[src/rtl/led_flash_driver_pkg.sv]
`default_nettype none
// ============================================================================
// Module      : led_flash_driver_pkg
// Description : Shared definitions for the LED flash driver: mode encodings,
//               flash FSM states, pending-counter width and cycle helpers.
// Revision    : 1.0  initial release
// ============================================================================
package led_flash_driver_pkg;

  // Operating modes presented on i_Mode
  typedef enum logic [1:0] {
    MODE_OFF   = 2'b00,
    MODE_ON    = 2'b01,
    MODE_BLINK = 2'b10,
    MODE_FLASH = 2'b11
  } mode_e;

  // Event-flash state machine
  typedef enum logic [1:0] {
    ST_IDLE  = 2'b00,
    ST_FLASH = 2'b01,
    ST_GAP   = 2'b10
  } flash_state_e;

  // Pending-event counter (only used when queueing is built in)
  localparam int                PEND_W   = 4;
  localparam logic [PEND_W-1:0] PEND_MAX = '1;

  // A configured duration of zero behaves as a single cycle
  function automatic int eff_cycles(input int cycles);
    return (cycles < 1) ? 1 : cycles;
  endfunction

  function automatic int max3(input int a, input int b, input int c);
    int m;
    m = (a > b) ? a : b;
    return (m > c) ? m : c;
  endfunction

endpackage
`default_nettype wire

[src/rtl/led_flash_driver_cycle_timer.sv]
`default_nettype none
// ============================================================================
// Module      : cycle_timer
// Description : Loadable down-counter with a done flag. Stops at zero (never
//               wraps); done is high whenever the count has reached zero.
// Revision    : 1.0  initial release
// ============================================================================
module cycle_timer #(
  parameter int WIDTH = 8
) (
  input  logic             clk,
  input  logic             rst_n,
  input  logic             load,
  input  logic [WIDTH-1:0] load_val,
  output logic             done
);

  logic [WIDTH-1:0] count;

  // Load has priority; otherwise count down and park at zero
  always_ff @(posedge clk or negedge rst_n) begin
    if (!rst_n) begin
      count <= '0;
    end else if (load) begin
      count <= load_val;
    end else if (count != '0) begin
      count <= count - WIDTH'(1);
    end
  end

  assign done = (count == '0);

endmodule
`default_nettype wire

[src/rtl/led_flash_driver.sv]
`default_nettype none
// ============================================================================
// Module      : led_flash_driver
// Description : LED driver with off / steady / blink / event-flash modes.
//               Event flashes are FLASH_CYCLES on followed by GAP_CYCLES off.
//               Build option LED_FLASH_QUEUE_EN: events arriving during a
//               flash or gap are queued (saturating at 15) and replayed
//               back-to-back; without it such events are dropped.
// Revision    : 1.0  initial release
// ============================================================================
module led_flash_driver
  import led_flash_driver_pkg::*;
#(
  parameter int k_FLASH_CYCLES   = 1250000,
  parameter int k_GAP_CYCLES     = 1250000,
  parameter int k_BLINK_HALF     = 6250000,
  parameter int k_LED_ACTIVE_LOW = 0
) (
  input  logic       i_Clk,
  input  logic       i_Rst_L,
  input  logic [1:0] i_Mode,
  input  logic       i_Event,
  output logic       o_LED,
  output logic       o_Busy
);

  localparam int FLASH_EFF = eff_cycles(k_FLASH_CYCLES);
  localparam int GAP_EFF   = eff_cycles(k_GAP_CYCLES);
  localparam int BLINK_EFF = eff_cycles(k_BLINK_HALF);
  localparam int MAX_EFF   = max3(FLASH_EFF, GAP_EFF, BLINK_EFF);
  localparam int TIMER_W   = $clog2(MAX_EFF + 1);

  // Timer counts load..0 and fires on zero, so load duration-1
  localparam logic [TIMER_W-1:0] FLASH_LOAD = TIMER_W'(FLASH_EFF - 1);
  localparam logic [TIMER_W-1:0] GAP_LOAD   = TIMER_W'(GAP_EFF - 1);
  localparam logic [TIMER_W-1:0] BLINK_LOAD = TIMER_W'(BLINK_EFF - 1);
  localparam logic               LED_OFF    = (k_LED_ACTIVE_LOW != 0);

`ifdef LED_FLASH_QUEUE_EN
  localparam bit QUEUE_EN = 1'b1;
`else
  localparam bit QUEUE_EN = 1'b0;
`endif

  mode_e              mode;
  mode_e              mode_q;
  flash_state_e       state;
  flash_state_e       next_state;
  logic               rst_sync_n;
  logic               timer_load;
  logic [TIMER_W-1:0] timer_val;
  logic               timer_done;
  logic               blink;
  logic               blink_next;
  logic               led_on;
  logic               led_q;
  logic [PEND_W-1:0]  pending;

  assign mode = mode_e'(i_Mode);

  // Assert asynchronously, release on the following clock edge so the core
  // leaves reset cleanly on the second edge after i_Rst_L rises
  always_ff @(posedge i_Clk or negedge i_Rst_L) begin
    if (!i_Rst_L) rst_sync_n <= 1'b0;
    else          rst_sync_n <= 1'b1;
  end

  cycle_timer #(
    .WIDTH (TIMER_W)
  ) u_timer (
    .clk      (i_Clk),
    .rst_n    (rst_sync_n),
    .load     (timer_load),
    .load_val (timer_val),
    .done     (timer_done)
  );

  // Flash state register
  always_ff @(posedge i_Clk or negedge rst_sync_n) begin
    if (!rst_sync_n) state <= ST_IDLE;
    else             state <= next_state;
  end

  // Next state, shared timer control, blink phase and LED level
  always_comb begin
    next_state = state;
    timer_load = 1'b0;
    timer_val  = '0;
    blink_next = 1'b0;
    led_on     = 1'b0;

    if (mode != MODE_FLASH) begin
      // Leaving flash mode aborts any flash in progress
      next_state = ST_IDLE;
    end else begin
      case (state)
        ST_IDLE: begin
          if (i_Event) begin
            next_state = ST_FLASH;
            timer_load = 1'b1;
            timer_val  = FLASH_LOAD;
          end
        end
        ST_FLASH: begin
          if (timer_done) begin
            next_state = ST_GAP;
            timer_load = 1'b1;
            timer_val  = GAP_LOAD;
          end
        end
        ST_GAP: begin
          if (timer_done) begin
            // An event sampled on this very edge also counts as pending
            if (QUEUE_EN && ((pending != '0) || i_Event)) begin
              next_state = ST_FLASH;
              timer_load = 1'b1;
              timer_val  = FLASH_LOAD;
            end else begin
              next_state = ST_IDLE;
            end
          end
        end
        default: next_state = ST_IDLE;
      endcase
    end

    // Blink only runs while the flash FSM is forced idle, so the timer is free
    if (mode == MODE_BLINK) begin
      if (mode_q != MODE_BLINK) begin
        blink_next = 1'b1;
        timer_load = 1'b1;
        timer_val  = BLINK_LOAD;
      end else if (timer_done) begin
        blink_next = ~blink;
        timer_load = 1'b1;
        timer_val  = BLINK_LOAD;
      end else begin
        blink_next = blink;
      end
    end

    case (mode)
      MODE_OFF:   led_on = 1'b0;
      MODE_ON:    led_on = 1'b1;
      MODE_BLINK: led_on = blink_next;
      MODE_FLASH: led_on = (next_state == ST_FLASH);
      default:    led_on = 1'b0;
    endcase
  end

`ifdef LED_FLASH_QUEUE_EN
  logic [PEND_W-1:0] pend_next;

  // Count events seen while busy; each replayed flash consumes one
  always_comb begin
    pend_next = pending;
    if (mode != MODE_FLASH) begin
      pend_next = '0;
    end else if (state == ST_FLASH) begin
      if (i_Event && (pending != PEND_MAX)) pend_next = pending + PEND_W'(1);
    end else if (state == ST_GAP) begin
      if (timer_done) begin
        // Event plus replay nets to zero; a lone event is consumed directly
        if ((pending != '0) && !i_Event) pend_next = pending - PEND_W'(1);
      end else if (i_Event && (pending != PEND_MAX)) begin
        pend_next = pending + PEND_W'(1);
      end
    end
  end

  // Pending-event counter register
  always_ff @(posedge i_Clk or negedge rst_sync_n) begin
    if (!rst_sync_n) pending <= '0;
    else             pending <= pend_next;
  end
`else
  assign pending = '0;
`endif

  // Blink phase, previous mode (for entry detection) and registered LED
  always_ff @(posedge i_Clk or negedge rst_sync_n) begin
    if (!rst_sync_n) begin
      blink  <= 1'b0;
      mode_q <= MODE_OFF;
      led_q  <= LED_OFF;
    end else begin
      blink  <= blink_next;
      mode_q <= mode;
      led_q  <= led_on ^ LED_OFF;
    end
  end

  assign o_LED  = led_q;
  assign o_Busy = (state != ST_IDLE);

endmodule
`default_nettype wire

[config.mk]
export PLATFORM = sky130hd
export DESIGN_NAME = led_flash_driver
export DESIGN_NICKNAME = d
export VERILOG_FILES = /design/src/rtl/led_flash_driver_pkg.sv /design/src/rtl/led_flash_driver_cycle_timer.sv /design/src/rtl/led_flash_driver.sv
export SDC_FILE = /design/constraint.sdc
export NUM_CORES = 1
export LEC_CHECK = 0
export ABC_AREA = 1
export CORE_ASPECT_RATIO = 0.9
export CORE_UTILIZATION = 45
export DETAILED_ROUTE_END_ITERATION = 16
export GPL_TIMING_DRIVEN = 0
export SETUP_SLACK_MARGIN = 0.15
export SKIP_CTS_REPAIR_TIMING = 1
export SYNTH_ARGS = -nofsm -noshare
export SYNTH_HDL_FRONTEND = slang
export SYNTH_SLANG_ARGS = --single-unit
[constraint.sdc]
create_clock -name i_Clk -period 1.75 [get_ports i_Clk]
set_clock_uncertainty 0.15 [all_clocks]
set_input_delay 0.175 -clock i_Clk [delete_from_list [all_inputs] [get_ports i_Clk]]
set_output_delay 0.175 -clock i_Clk [all_outputs]
set_load 0.1 [all_outputs]
==> metrics, run 1 <==
fin crit share=107%; Tightest Pin Transition=0.650 ns; vias in the first global route=1373; RePlAce Congestion=0.879; CP arrival=1.90 ns; Final setup viols=25; clk sinks=30; row count=21; Static Leak=1.06 nW; DIE WIDTH=68.7 um; EDFF count, synth=0; port bufs=6; CTS tree=yes; failing checks=negative setup slack; Adder-Cell Fraction of Synth Area=0.694%; outcome=finished, violations left; Max VDD drop=0.468 mV; drt total wl=4.30 mm; sw frac=32.2%; Hold Vio Cnt, Final=0; post-synthesis instance total=233; element type at the critical path end=flop; largest family of logic cells by synthesized area=simple AND/OR/NAND/NOR gates; Top Ports=7; # nets final=270; unrepaired setup endpoints after global routing=yes; CP endpoint=u_timer.count[22]$_DFFE_PN0P_; Max-slew headroom=56.7%; reg2reg setup slack=-0.13 ns; root buffer cell=clkbuf_8; core area=3780 um^2; first-pass GRT wire length=6.36 mm; Max Transition Viols Final=0; Setup Crit Path Kind=reg2reg; Initial Util=47.6%; sequential power share=45.8%; GRT Residual Overflow=0; asr flop ratio synth=100%; fin worst setup slack=-0.128 ns; syn_area_per_cell=7.73 um^2; initial DRC count=72; Die Ht=62.0 um; synthesized cell area=1800 um^2; switching pwr=0.606 mW; post-route setup TNS=-1.50 ns; crit path max fanout=10; Netlist cell types=30; clock share of power=31.5%; vias per inst=5.09; Reg2Reg Depth=10; DR pass1 iterations=4; most frequent cells in the layout=nand2_1 (41), inv_1 (29), nor2_1 (27), dfrtp_1 (27), nand3_1 (21); Syn Nets=239; Total GRT Usage=21.2%; pwr dens=821 nW/um^2; final worst path period need=1.88 ns; initial antenna violation count=0; Synth Area in Compound Gates=7.71%; Antenna diodes=0; YS warnings=0; commonest non-fill, non-tap cell in the layout=nand2_1; WL/cell=13.8 um; register area share after synthesis=41.7%; largest net degree at the start of global routing=30; simple-gate share of the synthesized area=35.9%; share of layout cells above drive strength 1=29.1%; vias post-DR=1584; Die Area=4260 um^2; Critical path origin=u_timer.count[0]$_DFFE_PN0P_; Data required, critical path=1.77 ns; RR Endpoint=u_timer.count[22]$_DFFE_PN0P_; antenna-violating nets left=0; Comb pwr share=22.7%; XOR/XNOR Fraction of Synth Area=4.86%; Pint=1.27 mW; Fmax=532 MHz; mux cell area share after synthesis=0%; Post-Place Setup Slack=-0.171 ns; synthesized flop and latch total=30; origin of the critical flop-to-flop path=u_timer.count[0]$_DFFE_PN0P_; clock slew at reported path FFs=0.07 ns; H-tree depth=2; max-cap violations=0; Remaining DRCs=0; hold crit path type=reg2async; Startpoint Class=flop; Synth Flop Type=dfrtp_1; area grow syn2layout=27.2%; clk_lat worst skew=0.29 ns; clk buf depth=2; HPWL after detailed placement=2.81 mm; CTS Buf Count=5
worst max-delay path: stages, from the launching register on:
cell     delay (ns)
dfrtp_1        0.41
inv_2          0.10
ha_4           0.16
nand2_4        0.06
nor2_4         0.19
nand4_2        0.13
nand2_2        0.13
nand2_2        0.09
buf_6          0.15
a21oi_1        0.13
nor2_1         0.05
flip-flops by register name (all words and copies together) (netlist names):
| register | flops |
|---|---|
| mode_q | 2 |
| blink | 1 |
| state | 2 |
| u_timer.count | 23 |
| o_LED | 1 |
| rst_sync_n | 1 |
area by class of cell:
type	instances	area, um^2
inverter	34	128
fill	346	1490
clock buffer	7	86.3
timing repair buffer	24	221
sequential	30	754
clock inverter	1	5.00
buffer	3	46.3
multi-input combinational	166	992
tap	46	57.6
through the flow:
stage / utilization (%) / cell area [um^2] / hold slack, ns / cells / total power [mW]
floorplan: - / 1830 / -0.271 / 233 / 1.11
global placement: 51.5 / 1950 / 0.176 / 285 / 1.18
detailed placement: 51.5 / 1950 / 0.176 / 285 / 1.18
CTS: 53.9 / 2040 / -0.132 / 293 / 1.78
global route: 60.5 / 2290 / 0.215 / 311 / 1.97
finish: 60.5 / 2290 / 0.140 / 311 / 1.88
power groups by stage:
stage                     clock, mW  sequential (mW)  combinational [mW]
final                         0.592            0.861               0.428
after global routing          0.630            0.874               0.469
after CTS                     0.608            0.851               0.319
after detailed placement          0            0.863               0.319
after global placement            0            0.864               0.315
after floorplan                   0            0.862               0.245
logic make-up (layout without fill, tap and decap cells):
group / Yosys count / count (layout)
AND/OR/NAND/NOR: 132 / 132
adder cells (fa/ha/maj): 1 / 1
AO/OA/AOI/OAI: 22 / 22
buffers and inverters: 37 / 69
flip-flops: 30 / 30
other: 1 / 1
XOR/XNOR: 10 / 10
layer usage:
layer,global-route usage (%),routed length (um),up-vias
met5,0,0,-
met4,11.1,89,0
met3,4.93,125,10
met2,32.2,2050,29
met1,28.2,2030,753
li1,-,-,792
cells in the mapped netlist, types with 2 or more instances:
cell type	number	area (um^2)
dfrtp_1	30	751
nand2_1	45	169
nand3_2	2	20.0
nand2_2	4	25.0
buf_6	3	33.8
nor2_4	5	56.3
o21ai_1	6	30.0
nor2_2	6	37.5
o21ai_0	3	15.0
nand4_1	2	12.5
xnor2_1	4	35.0
nor3_1	4	20.0
nand3_1	22	110
nand3b_1	3	22.5
inv_1	33	124
a21oi_1	8	40.0
a21oi_2	2	17.5
nor2_1	34	128
xor2_1	6	52.6
worst min path at each step:
stage	startpoint	end	slack [ns]	depth (start not counted)
2_1_floorplan	i_Rst_L	rst_sync_n$_DFF_PN0_	-0.27	0
3_3_place_gp	i_Rst_L	rst_sync_n$_DFF_PN0_	0.18	1
3_5_place_dp	i_Rst_L	rst_sync_n$_DFF_PN0_	0.18	1
4_1_cts	i_Rst_L	rst_sync_n$_DFF_PN0_	-0.13	1
5_1_grt	rst_sync_n$_DFF_PN0_	u_timer.count[10]$_DFFE_PN0P_	0.22	0
6_report	rst_sync_n$_DFF_PN0_	u_timer.count[10]$_DFFE_PN0P_	0.14	0
Note: power is estimated with default switching activity, not from simulation.
==> run 2, diff against run 1 <==
SLEW_MARGIN = 20   (was unset)
==> results of run 2 <==
Same layout as run 1: the final DEF is identical, and so are final timing and power.
==> run 3, diff against run 2 <==
CORE_UTILIZATION = 46   (was 45)
==> metrics, run 3 (synthesized netlist as in run 1, its figures left out) <==
root buffer cell=clkbuf_8; Remaining DRCs=0 (unchanged); Tightest Pin Transition=0.655 ns (+0.00537 ns); clk sinks=30 (unchanged); initial antenna violation count=0 (unchanged); unrepaired setup endpoints after global routing=yes; HPWL after detailed placement=2.82 mm (+0.45%); port bufs=6 (unchanged); antenna-violating nets left=0 (unchanged); core area=3730 um^2 (-1.4%); RePlAce Congestion=0.848 (-3.6%); Post-Place Setup Slack=-0.184 ns (-0.0123 ns); Max Transition Viols Final=0 (unchanged); pwr dens=775 nW/um^2 (-5.6%); initial DRC count=95 (+32%); Data required, critical path=1.79 ns (+0.02 ns); fin crit share=108% (+0.48 points); crit path max fanout=8 (-2); failing checks=negative setup slack; Static Leak=1.13 nW (+7.1%); CP arrival=1.93 ns (+0.03 ns); GRT Residual Overflow=0 (unchanged); clk_lat worst skew=0.29 ns (about the same); DR pass1 iterations=4 (unchanged); WL/cell=14.3 um (+3.8%); largest net degree at the start of global routing=30 (unchanged); Max VDD drop=0.584 mV (+25%); DIE WIDTH=68.0 um (-1.1%); Startpoint Class=flop; final worst path period need=1.89 ns (+0.00832 ns); Total Power=1.91 mW (+1.7%); CTS tree=yes; fin worst setup slack=-0.136 ns (-0.00832 ns); vias per inst=5.10 (+0.10%); Antenna diodes=0 (unchanged); most frequent cells in the layout=nand2_1 (41), inv_1 (29), dfrtp_1 (28); area grow syn2layout=36.9%; Die Area=4170 um^2 (-2.1%); H-tree depth=2 (unchanged); hold crit path type=reg2async; Largest regs=u_timer.count: 23 flops, mode_q: 2 flops, state: 2 flops; Crit-path slowest cell=dfrtp_1; Fmax=530 MHz (-0.44%); clk buf depth=2 (unchanged); first-pass GRT wire length=6.33 mm (-0.53%); Reg2Reg Depth=10 (unchanged); element type at the critical path end=flop; slowest stage delay, CP=0.43 ns (+0.02 ns); max-cap violations=0 (unchanged); CP Depth=10 (unchanged); outcome=finished, violations left; vias post-DR=1606 (+1.4%); worst path bufs/invs=3 (+1); number of flip-flops in the largest register=23 (unchanged); vias in the first global route=1328 (-3.3%); Setup Crit Path Kind=reg2reg; Max-slew headroom=56.3% (-0.36 points); # nets final=274 (+1.5%); Hold Vio Cnt, Final=0 (unchanged); Die Ht=61.4 um (-1.1%); CTS Buf Count=5 (unchanged); commonest non-fill, non-tap cell in the layout=nand2_1; drt total wl=4.52 mm (+5.1%); Final setup viols=27 (+8.0%); Most flops, register=u_timer.count; Top Ports=7 (unchanged); share of layout cells above drive strength 1=35.7% (+6.6 points); clock slew at reported path FFs=0.07 ns (about the same); crit-path cells=inv_2 -> ha_4 -> nand2_4 -> nor2_4 -> nand3_4 -> a21boi_4 -> buf_6 -> o21ai_2 -> nand2_1 -> inv_1; row count=21 (unchanged); Total GRT Usage=21.4% (+0.26 points); Initial Util=48.3% (+0.67 points); family with the most delay on the worst path=simple AND/OR/NAND/NOR gates
[run 3: cell types whose count changed in the layout (fill, tap and decap cells not counted), sizes merged]
cell	before	now
buf	19	22
clkbuf	10	11
[run 3: power by group]
| part | leakage [nW] | internal (mW) | switching, mW |
|---|---|---|---|
| combinational | 0.739 | 0.209 | 0.262 |
| clock | 0.0482 | 0.317 | 0.263 |
| sequential | 0.343 | 0.768 | 0.0930 |
[run 3: final timing paths]
path,start,end,slack [ns]
worst max-delay path,u_timer.count[0]$_DFFE_PN0P_,u_timer.count[7]$_DFFE_PN0P_,-0.14
worst min-delay path,rst_sync_n$_DFF_PN0_,u_timer.count[13]$_DFFE_PN0P_,0.15
worst max register to register,u_timer.count[0]$_DFFE_PN0P_,u_timer.count[7]$_DFFE_PN0P_,-0.14
worst min register to register,rst_sync_n$_DFF_PN0_,u_timer.count[13]$_DFFE_PN0P_,0.15
max in group asynchronous,rst_sync_n$_DFF_PN0_,u_timer.count[1]$_DFFE_PN0P_,0.84
min in group i_Clk,i_Mode[1],mode_q[1]$_DFF_PN0_,0.23
[run 3: per-layer routing]
metal | wire length, um | GRT usage (%) | up-vias
li1 | - | - | 805
met1 | 2150 | 30.0 | 760
met2 | 2130 | 32.2 | 37
met3 | 211 | 5.56 | 4
met4 | 26 | 7.14 | 0
met5 | 0 | 0 | -
[run 3: worst reg2reg max path, delay by kind of cell (launching register included)]
kind / cells / cell delay, ns
adder cells (fa/ha/maj): 1 / 0.16
buffers and inverters: 3 / 0.32
AO/OA/AOI/OAI: 2 / 0.26
AND/OR/NAND/NOR: 4 / 0.48
flip-flops: 1 / 0.43
[run 3: layout make-up]
cell class	count	area, um^2
Buffer	3	50.0
Inverter	34	128
Sequential cell	30	753
Clock inverter	1	5.00
Multi-Input combinational cell	166	1100
Fill cell	315	1260
Timing Repair Buffer	28	285
Tap cell	46	57.6
Clock buffer	7	86.3
[run 3: stage by stage]
stage / hold slack (ns) / area [um^2] / TNS, ns / std cells / utilization [%]
4_1_cts: -0.130 / 2040 / -2.85 / 293 / 54.7
2_1_floorplan: -0.271 / 1830 / 0 / 233 / -
3_3_place_gp: 0.175 / 1950 / -2.03 / 285 / 52.2
6_report: 0.145 / 2470 / -2.15 / 315 / 66.1
3_5_place_dp: 0.170 / 1950 / -1.87 / 285 / 52.3
5_1_grt: 0.229 / 2470 / -4.13 / 315 / 66.1
